## src/rtl/sysid_boot_check.sv

```systemverilog
// Avalon-MM master that reads the sysid ID and timestamp words after reset or on request
// and compares them with build-time constants, latching flags and raw values.
module sysid_boot_check #(
  parameter logic [31:0] EXPECTED_ID    = 32'd1768888067,
  parameter logic [31:0] EXPECTED_TS    = 32'd1227733144,
  parameter int unsigned TIMEOUT_CYCLES = 255,
  parameter bit          AUTO_START     = 1'b1
) (
  input  logic        clk,
  input  logic        reset,
  input  logic        start,
  output logic        avm_address,
  output logic        avm_read,
  input  logic        avm_waitrequest,
  input  logic [31:0] avm_readdata,
  output logic        busy,
  output logic        done,
  output logic        pass,
  output logic        fail,
  output logic        id_ok,
  output logic        ts_ok,
  output logic        timeout,
  output logic [31:0] id_value,
  output logic [31:0] ts_value
);

  localparam int unsigned CntW = (TIMEOUT_CYCLES > 255) ? $clog2(TIMEOUT_CYCLES + 1) : 8;
  // Counter value at which the current stall cycle becomes the Nth one.
  localparam logic [CntW-1:0] CntLast = CntW'(TIMEOUT_CYCLES - 1);

  typedef enum logic [2:0] {StIdle, StRdId, StRdTs, StCheck, StDone} state_e;

  state_e            state_q, state_d;
  logic              pending_q, pending_d;
  logic              read_q, read_d;
  logic              addr_q, addr_d;
  logic [CntW-1:0]   cnt_q, cnt_d;
  logic              done_q, done_d;
  logic              pass_q, pass_d;
  logic              fail_q, fail_d;
  logic              id_ok_q, id_ok_d;
  logic              ts_ok_q, ts_ok_d;
  logic              timeout_q, timeout_d;
  logic [31:0]       id_value_q, id_value_d;
  logic [31:0]       ts_value_q, ts_value_d;
  logic              launch;
  logic              timeout_hit;

  assign timeout_hit = (TIMEOUT_CYCLES != 0) && (cnt_q == CntLast);

  always_comb begin
    state_d    = state_q;
    pending_d  = pending_q;
    read_d     = read_q;
    addr_d     = addr_q;
    cnt_d      = cnt_q;
    done_d     = done_q;
    pass_d     = pass_q;
    fail_d     = fail_q;
    id_ok_d    = id_ok_q;
    ts_ok_d    = ts_ok_q;
    timeout_d  = timeout_q;
    id_value_d = id_value_q;
    ts_value_d = ts_value_q;
    launch     = 1'b0;

    unique case (state_q)
      StIdle: launch = start | pending_q;
      StRdId, StRdTs: begin
        if (!avm_waitrequest) begin
          cnt_d = '0;
          if (state_q == StRdId) begin
            id_value_d = avm_readdata;
            addr_d     = 1'b1;
            state_d    = StRdTs;
          end else begin
            ts_value_d = avm_readdata;
            read_d     = 1'b0;
            state_d    = StCheck;
          end
        end else if (timeout_hit) begin
          // Abandon the read; compare flags stay cleared from launch.
          read_d    = 1'b0;
          timeout_d = 1'b1;
          done_d    = 1'b1;
          fail_d    = 1'b1;
          state_d   = StDone;
        end else begin
          cnt_d = cnt_q + CntW'(1);
        end
      end
      StCheck: begin
        id_ok_d = (id_value_q == EXPECTED_ID);
        ts_ok_d = (ts_value_q == EXPECTED_TS);
        pass_d  = (id_value_q == EXPECTED_ID) && (ts_value_q == EXPECTED_TS);
        fail_d  = !((id_value_q == EXPECTED_ID) && (ts_value_q == EXPECTED_TS));
        done_d  = 1'b1;
        state_d = StDone;
      end
      StDone: launch = start;
      default: state_d = StIdle;
    endcase

    if (launch) begin
      state_d   = StRdId;
      pending_d = 1'b0;
      read_d    = 1'b1;
      addr_d    = 1'b0;
      cnt_d     = '0;
      done_d    = 1'b0;
      pass_d    = 1'b0;
      fail_d    = 1'b0;
      id_ok_d   = 1'b0;
      ts_ok_d   = 1'b0;
      timeout_d = 1'b0;
    end
  end

  always_ff @(posedge clk or posedge reset) begin
    if (reset) begin
      state_q    <= StIdle;
      pending_q  <= AUTO_START;
      read_q     <= 1'b0;
      addr_q     <= 1'b0;
      cnt_q      <= '0;
      done_q     <= 1'b0;
      pass_q     <= 1'b0;
      fail_q     <= 1'b0;
      id_ok_q    <= 1'b0;
      ts_ok_q    <= 1'b0;
      timeout_q  <= 1'b0;
      id_value_q <= '0;
      ts_value_q <= '0;
    end else begin
      state_q    <= state_d;
      pending_q  <= pending_d;
      read_q     <= read_d;
      addr_q     <= addr_d;
      cnt_q      <= cnt_d;
      done_q     <= done_d;
      pass_q     <= pass_d;
      fail_q     <= fail_d;
      id_ok_q    <= id_ok_d;
      ts_ok_q    <= ts_ok_d;
      timeout_q  <= timeout_d;
      id_value_q <= id_value_d;
      ts_value_q <= ts_value_d;
    end
  end

  assign avm_read    = read_q;
  assign avm_address = addr_q;
  assign busy        = (state_q == StRdId) || (state_q == StRdTs) || (state_q == StCheck);
  assign done        = done_q;
  assign pass        = pass_q;
  assign fail        = fail_q;
  assign id_ok       = id_ok_q;
  assign ts_ok       = ts_ok_q;
  assign timeout     = timeout_q;
  assign id_value    = id_value_q;
  assign ts_value    = ts_value_q;

endmodule
```

## config.mk

```make
export PLATFORM = sky130hd
export DESIGN_NAME = sysid_boot_check
export DESIGN_NICKNAME = d
export VERILOG_FILES = /design/src/rtl/sysid_boot_check.sv
export SDC_FILE = /design/constraint.sdc
export NUM_CORES = 1
export LEC_CHECK = 0
export BUFFER_PORTS_ARGS = -buffer_cell sky130_fd_sc_hd__buf_2
export CAP_MARGIN = 10
export CELL_PAD_IN_SITES_DETAIL_PLACEMENT = 2
export CELL_PAD_IN_SITES_GLOBAL_PLACEMENT = 2
export CORE_MARGIN = 2
export CORE_UTILIZATION = 31
export CTS_BUF_LIST = sky130_fd_sc_hd__clkbuf_4
export DETAILED_ROUTE_END_ITERATION = 10
export PLACE_DENSITY = 0.77
export SYNTH_ARGS = -nofsm -noshare
export SYNTH_HDL_FRONTEND = slang
export SYNTH_SLANG_ARGS = --single-unit
```

## constraint.sdc

```tcl
create_clock -name clk -period 2.2 [get_ports clk]
set_input_delay 0.22 -clock clk [delete_from_list [all_inputs] [get_ports clk]]
set_output_delay 0.22 -clock clk [all_outputs]
set_load 0.02 [all_outputs]
```

Word-level counts from Yosys, hierarchy flattened
Cells that the tools add are included.
- register bits: 84
- output and inout port bits: 73
- input port bits: 36
- word-level logic and storage cells: 86
- bitwise gates (word level): 3
- equal/unequal tests: 15
- reductions and logical operators: 21
- add/subtract/negate cells: 1
- multiplexer cells: 33
- operators by type and width (cell ; count):
    $eq A32 B31 Y1 const B ; 2
    $mux W8 ; 4
    $mux W1 ; 22
    $reduce_and A3 Y1 ; 6
    $ne A3 B3 Y1 const B ; 4
    $reduce_bool A2 Y1 ; 5
    $mux W3 ; 3
    $pmux W3 S3 ; 1
    $add A8 B1 Y8 const B ; 1
    $eq A8 B8 Y1 const B ; 1
    $eq A3 B2 Y1 const B ; 2
    $pmux W1 S2 ; 3
    $ne A2 B1 Y1 const B ; 2
    $ne A4 B4 Y1 const B ; 1
    $reduce_and A2 Y1 ; 2
    $reduce_or A2 Y1 ; 2
    $eq A3 B1 Y1 const B ; 1
    $eq A3 B3 Y1 const B ; 1
    $logic_not A3 Y1 ; 1
    $ne A3 B1 Y1 const B ; 1
    $reduce_bool A3 Y1 ; 1
    $logic_or A1 B1 Y1 ; 2
    $not A1 Y1 ; 2
    $logic_and A1 B1 Y1 ; 1
    other kinds (2) ; 2

Logic depth before layout (Yosys ltp)
- word-level depth: 5
- mapped depth: 7
- gate-level depth less buffers: 7

Least setup slack after synthesis
OpenSTA, ideal clock, no wires.
- kind: reg2reg
- start point: register ts_value_q[8] (netlist: ts_value[8])
- end point: register fail_q (netlist: fail)
- path slack: 0.406 ns
- clock period less this slack: 1.794 ns
- data required time: 2.082 ns
- arrival: 1.676 ns
- buffers on the path: 0
- library setup time: 0.118 ns
- cell stages (with the launch flop): 5
- cells stage by stage: dfrtp_1 > or4b_1 > or4_1 > nand3b_4 > a21o_1
- cells in the longest elaborated chain, start to end: 5
- RTL lines (what ; RTL line ; text):
    start, declared ; 45 ; logic [31:0] ts_value_q, ts_value_d;
    start signal, assigned ; 147 ; ts_value_q <= ts_value_d;
    $eq A32 B31 Y1 ; 96 ; fail_d = !((id_value_q == EXPECTED_ID) && (ts_value_q == EXPECTED_TS));
    $logic_and A1 B1 Y1 ; 96 ;
    $logic_not A1 Y1 ; 96 ;
    $pmux W1 S2 ; 67 ; unique case (state_q)
    $mux W1 ; 104 ; if (launch) begin
    end signal, assigned ; 142 ; fail_q <= fail_d;
    end, declared ; 40 ; logic fail_q, fail_d;
No other way between the ends.
A chain may end at the register's enable or synchronous reset.

Worst setup path in the final report
- start point: register ts_value_q[31] (netlist: ts_value[31])
- end point: register fail_q (netlist: fail)
The elaborated chain is that of the path after synthesis.

==> flow_metrics.env <==
export IMPL_status="finished clean"
export IMPL_clock_sinks=84
export IMPL_grt_use_total_pct=17.5
export IMPL_vias_per_cell=4.96
export IMPL_arrival_ns=2.30
export IMPL_antenna_found_initial=0
export IMPL_critPathCaptureType="flop"
export IMPL_multi_input_area_sq_um=1410
export IMPL_setup_viol=0
export IMPL_r2r_end="fail$_DFFE_PP0P_"
export IMPL_syn2layout_area_growth_pct=27.7
export IMPL_die_area_sq_um=12500
export IMPL_clock_latency_ns=0.43
export IMPL_layout_nets=434
export IMPL_final_core_util_pct=40.4
export IMPL_final_hold_violation_count=0
export IMPL_clock_path_buffers=2
export IMPL_ys_warn_count=0
export IMPL_htree_levels=3
export IMPL_wirelength_mm=10.8
export IMPL_fin_skew_ns=0.0146
export IMPL_gp_congestion=0.727
export IMPL_port_buffers=108
export IMPL_grt_max_degree=65
export IMPL_hp_class="in2reg"
export IMPL_ctsResizeCount=0
export IMPL_cts_tree="yes"
export IMPL_postCtsSetupRepairBufs=0
export IMPL_yosys_area_share_xor_xnor_pct=1.46
export IMPL_fill_cells=1174
export IMPL_num_antenna_cells=0
export IMPL_maxCapViolations=0
export IMPL_ys_seq_area_share_pct=58.5
export IMPL_finalSetupTns_ns=0
export IMPL_hold_path_end="ts_value[3]$_DFFE_PP0N_"
export IMPL_ioPinCount=109
export IMPL_start_kind="flop"
export IMPL_synth_cell_types=43
export IMPL_syn_area_per_cell_sq_um=13.4
export IMPL_max_freq_mhz=508
export IMPL_synth_adder_area_share_pct=0.696
export IMPL_grt_ovfl_total=0
export IMPL_pwr_density_cell_nw_per_um2=1500
export IMPL_fp_dieH_um=112
export IMPL_cts_root_buf="clkbuf_4"
export IMPL_wl_per_cell_um=19.8
export IMPL_ys_ff_latch=84
export IMPL_vias=2691
export IMPL_rsz0062_at_grt="no"
export IMPL_fp_coreArea_sq_um=11400
export IMPL_drc=0
export IMPL_ant_nets=0
export IMPL_post_dp_hpwl_mm=7.67
export IMPL_synth_top_family_by_area="multiplexers"
export IMPL_synthMuxAreaShare_pct=20.4
export IMPL_grt_pass1_vias=3032
export IMPL_synth_simple_area_share_pct=12.7
export IMPL_final_max_slew_viol_count=0
export IMPL_die_x_um=112
export IMPL_required_ns=2.54
export IMPL_crit_fanout=3
export IMPL_clk_pin_slew_ns=0.13
export IMPL_rr_worst_depth=5
export IMPL_core_rowCount=39
export IMPL_cts_buffers=9
export IMPL_slew_headroom_pct=62.2
export IMPL_synth_nets=306
export IMPL_regArea_sq_um=2100
export IMPL_holdPathStages=2
export IMPL_drt_iter0_markers=76
export IMPL_syn_inst=268
export IMPL_max_vdd_ir_drop_mv=0.594
export IMPL_crit_reg2reg_launch="ts_value[31]$_DFFE_PP0N_"
export IMPL_initial_core_util_pct=31.6
export IMPL_firstDrtPassIters=4
export IMPL_path_class="reg2reg"
export IMPL_synth_compound_area_share_pct=3.79
export IMPL_layout_drive_gt1_share_pct=49.4
export IMPL_hp_start="avm_readdata[3]"
export IMPL_tightestPinTransition_ns=0.564
export IMPL_grt_pass1_wl_mm=17.0
export IMPL_p_leak_uw=0.00215
export IMPL_regToRegSetupSlack_ns=0.23
export IMPL_fin_crit_ns=1.97
export IMPL_fin_crit_sh_pct=89.4
export IMPL_syn_cell_area_sq_um=3590
## logic make-up (layout without fill, tap and decap cells)
group / Yosys count / in the layout
AND/OR/NAND/NOR: 72 / 72
multiplexers: 65 / 65
XOR/XNOR: 6 / 6
buffers and inverters: 17 / 148
adder cells (fa/ha/maj): 2 / 2
AO/OA/AOI/OAI: 22 / 22
flip-flops: 84 / 84
## per-layer routing
layer | global-route usage, % | share of wire [%] | wire [um] | up-vias
li1 | - | - | - | 1223
met1 | 21.2 | 41 | 4390 | 1385
met2 | 29.7 | 52 | 5620 | 72
met3 | 6.26 | 5.7 | 616 | 11
met4 | 4.53 | 1.2 | 126 | 0
met5 | 0 | 0 | 0 | -
## where the power goes
group / leakage, uW / internal (uW) / switching (uW) / total (uW)
sequential: 0.00103 / 2220 / 615 / 2840
combinational: 0.00105 / 1330 / 1850 / 3190
clock: 0.0000672 / 339 / 504 / 843
## worst max path at each step
stage,from,end,slack (ns),cells after the start
after floorplan,ts_value[8]$_DFFE_PP0N_,fail$_DFFE_PP0P_,0.41,4
after global placement,ts_value[31]$_DFFE_PP0N_,fail$_DFFE_PP0P_,0.34,5
after detailed placement,ts_value[31]$_DFFE_PP0N_,fail$_DFFE_PP0P_,0.28,5
after CTS,ts_value[31]$_DFFE_PP0N_,fail$_DFFE_PP0P_,0.21,5
after global routing,cnt_q[0]$_DFFE_PP0P_,cnt_q[2]$_DFFE_PP0P_,0.10,7
final,ts_value[31]$_DFFE_PP0N_,fail$_DFFE_PP0P_,0.23,5
## layout by cell type, fill, tap and decap left out, types with 4 or more instances in the layout
cell type	instances
buf_2	108
dfrtp_1	83
mux2_2	62
nand2_1	16
nor2_1	14
dlygate4sd3_1	13
clkbuf_4	10
nand4_1	7
inv_1	6
o21ai_0	6
nand3_1	6
xnor2_1	5
a21oi_1	5
nor3_1	4
## synth_stat cells
master	number	area, sq um
nand3_1	6	30.0
xnor2_1	5	43.8
nor3b_1	1	7.51
a21boi_0	1	7.51
a31oi_1	1	6.26
a21oi_1	5	25.0
nor3_2	2	20.0
o31ai_1	1	7.51
nor4b_4	1	23.8
nor3_1	4	20.0
and4b_1	2	20.0
a31o_2	1	8.76
nor4b_2	1	15.0
or4b_1	1	10.0
buf_4	5	37.5
and4_1	1	8.76
nand4_1	7	43.8
xor2_1	1	8.76
nor4_1	2	12.5
nand3b_4	1	20.0
nor4bb_1	2	20.0
or4b_2	1	10.0
and4bb_1	1	12.5
ha_1	2	25.0
or3_1	1	6.26
o211ai_1	2	15.0
o21ai_0	6	30.0
and2_1	1	6.26
or4_1	1	7.51
nor2_1	14	52.6
nand4b_1	3	26.3
nand2_1	16	60.1
o21ai_1	1	5.00
inv_1	7	26.3
mux2_1	3	33.8
mux2_2	62	698
buf_2	5	25.0
a22o_1	1	8.76
nor2b_1	1	6.26
a21o_1	3	22.5
dfrtp_1	83	2080
dfstp_2	1	26.3
nor4b_1	2	17.5
## layout make-up
class | count | area share (%)
clock buffers | 10 | 1.63
clock inverters | 4 | 0.926
inverters | 7 | 0.654
multi-input cells | 167 | 30.7
flip-flops and latches | 84 | 45.8
well taps | 143 | 3.90
repair buffers | 127 | 16.4
## critical path, cell delays in order (launching register included)
cell and delay [ns]:
dfrtp_1 0.44, nor4_1 0.39, nand4_1 0.15, or4_1 0.54, nand3b_4 0.18, a21o_1 0.17
## registers in the layout, summed over array words and instances (netlist names)
signal and flops:
avm_address 1, avm_read 1, cnt_q 8, done 1, fail 1, id_ok 1, id_value 32, pass 1
pending_q 1, state_q 3, timeout 1, ts_ok 1, ts_value 32
## repair_timing
item / in CTS / in global routing
hold endpoints to repair: 22 / 12
endpoints found under the setup margin: 0 / 0
hold buffers: 4 / 9
## per-stage QoR
step	instance area [sq um]	hold WS, ns	setup slack [ns]	instances	power, uW
6_report	4590	0.0361	0.233	542	6870
4_1_cts	4500	0.00129	0.211	533	6910
2_1_floorplan	3600	0.355	0.406	268	4750
3_3_place_gp	4340	0.279	0.341	515	5890
5_1_grt	4590	-0.00263	0.105	542	7310
3_5_place_dp	4340	0.279	0.277	515	6050
(Power assumes the default switching activity.)
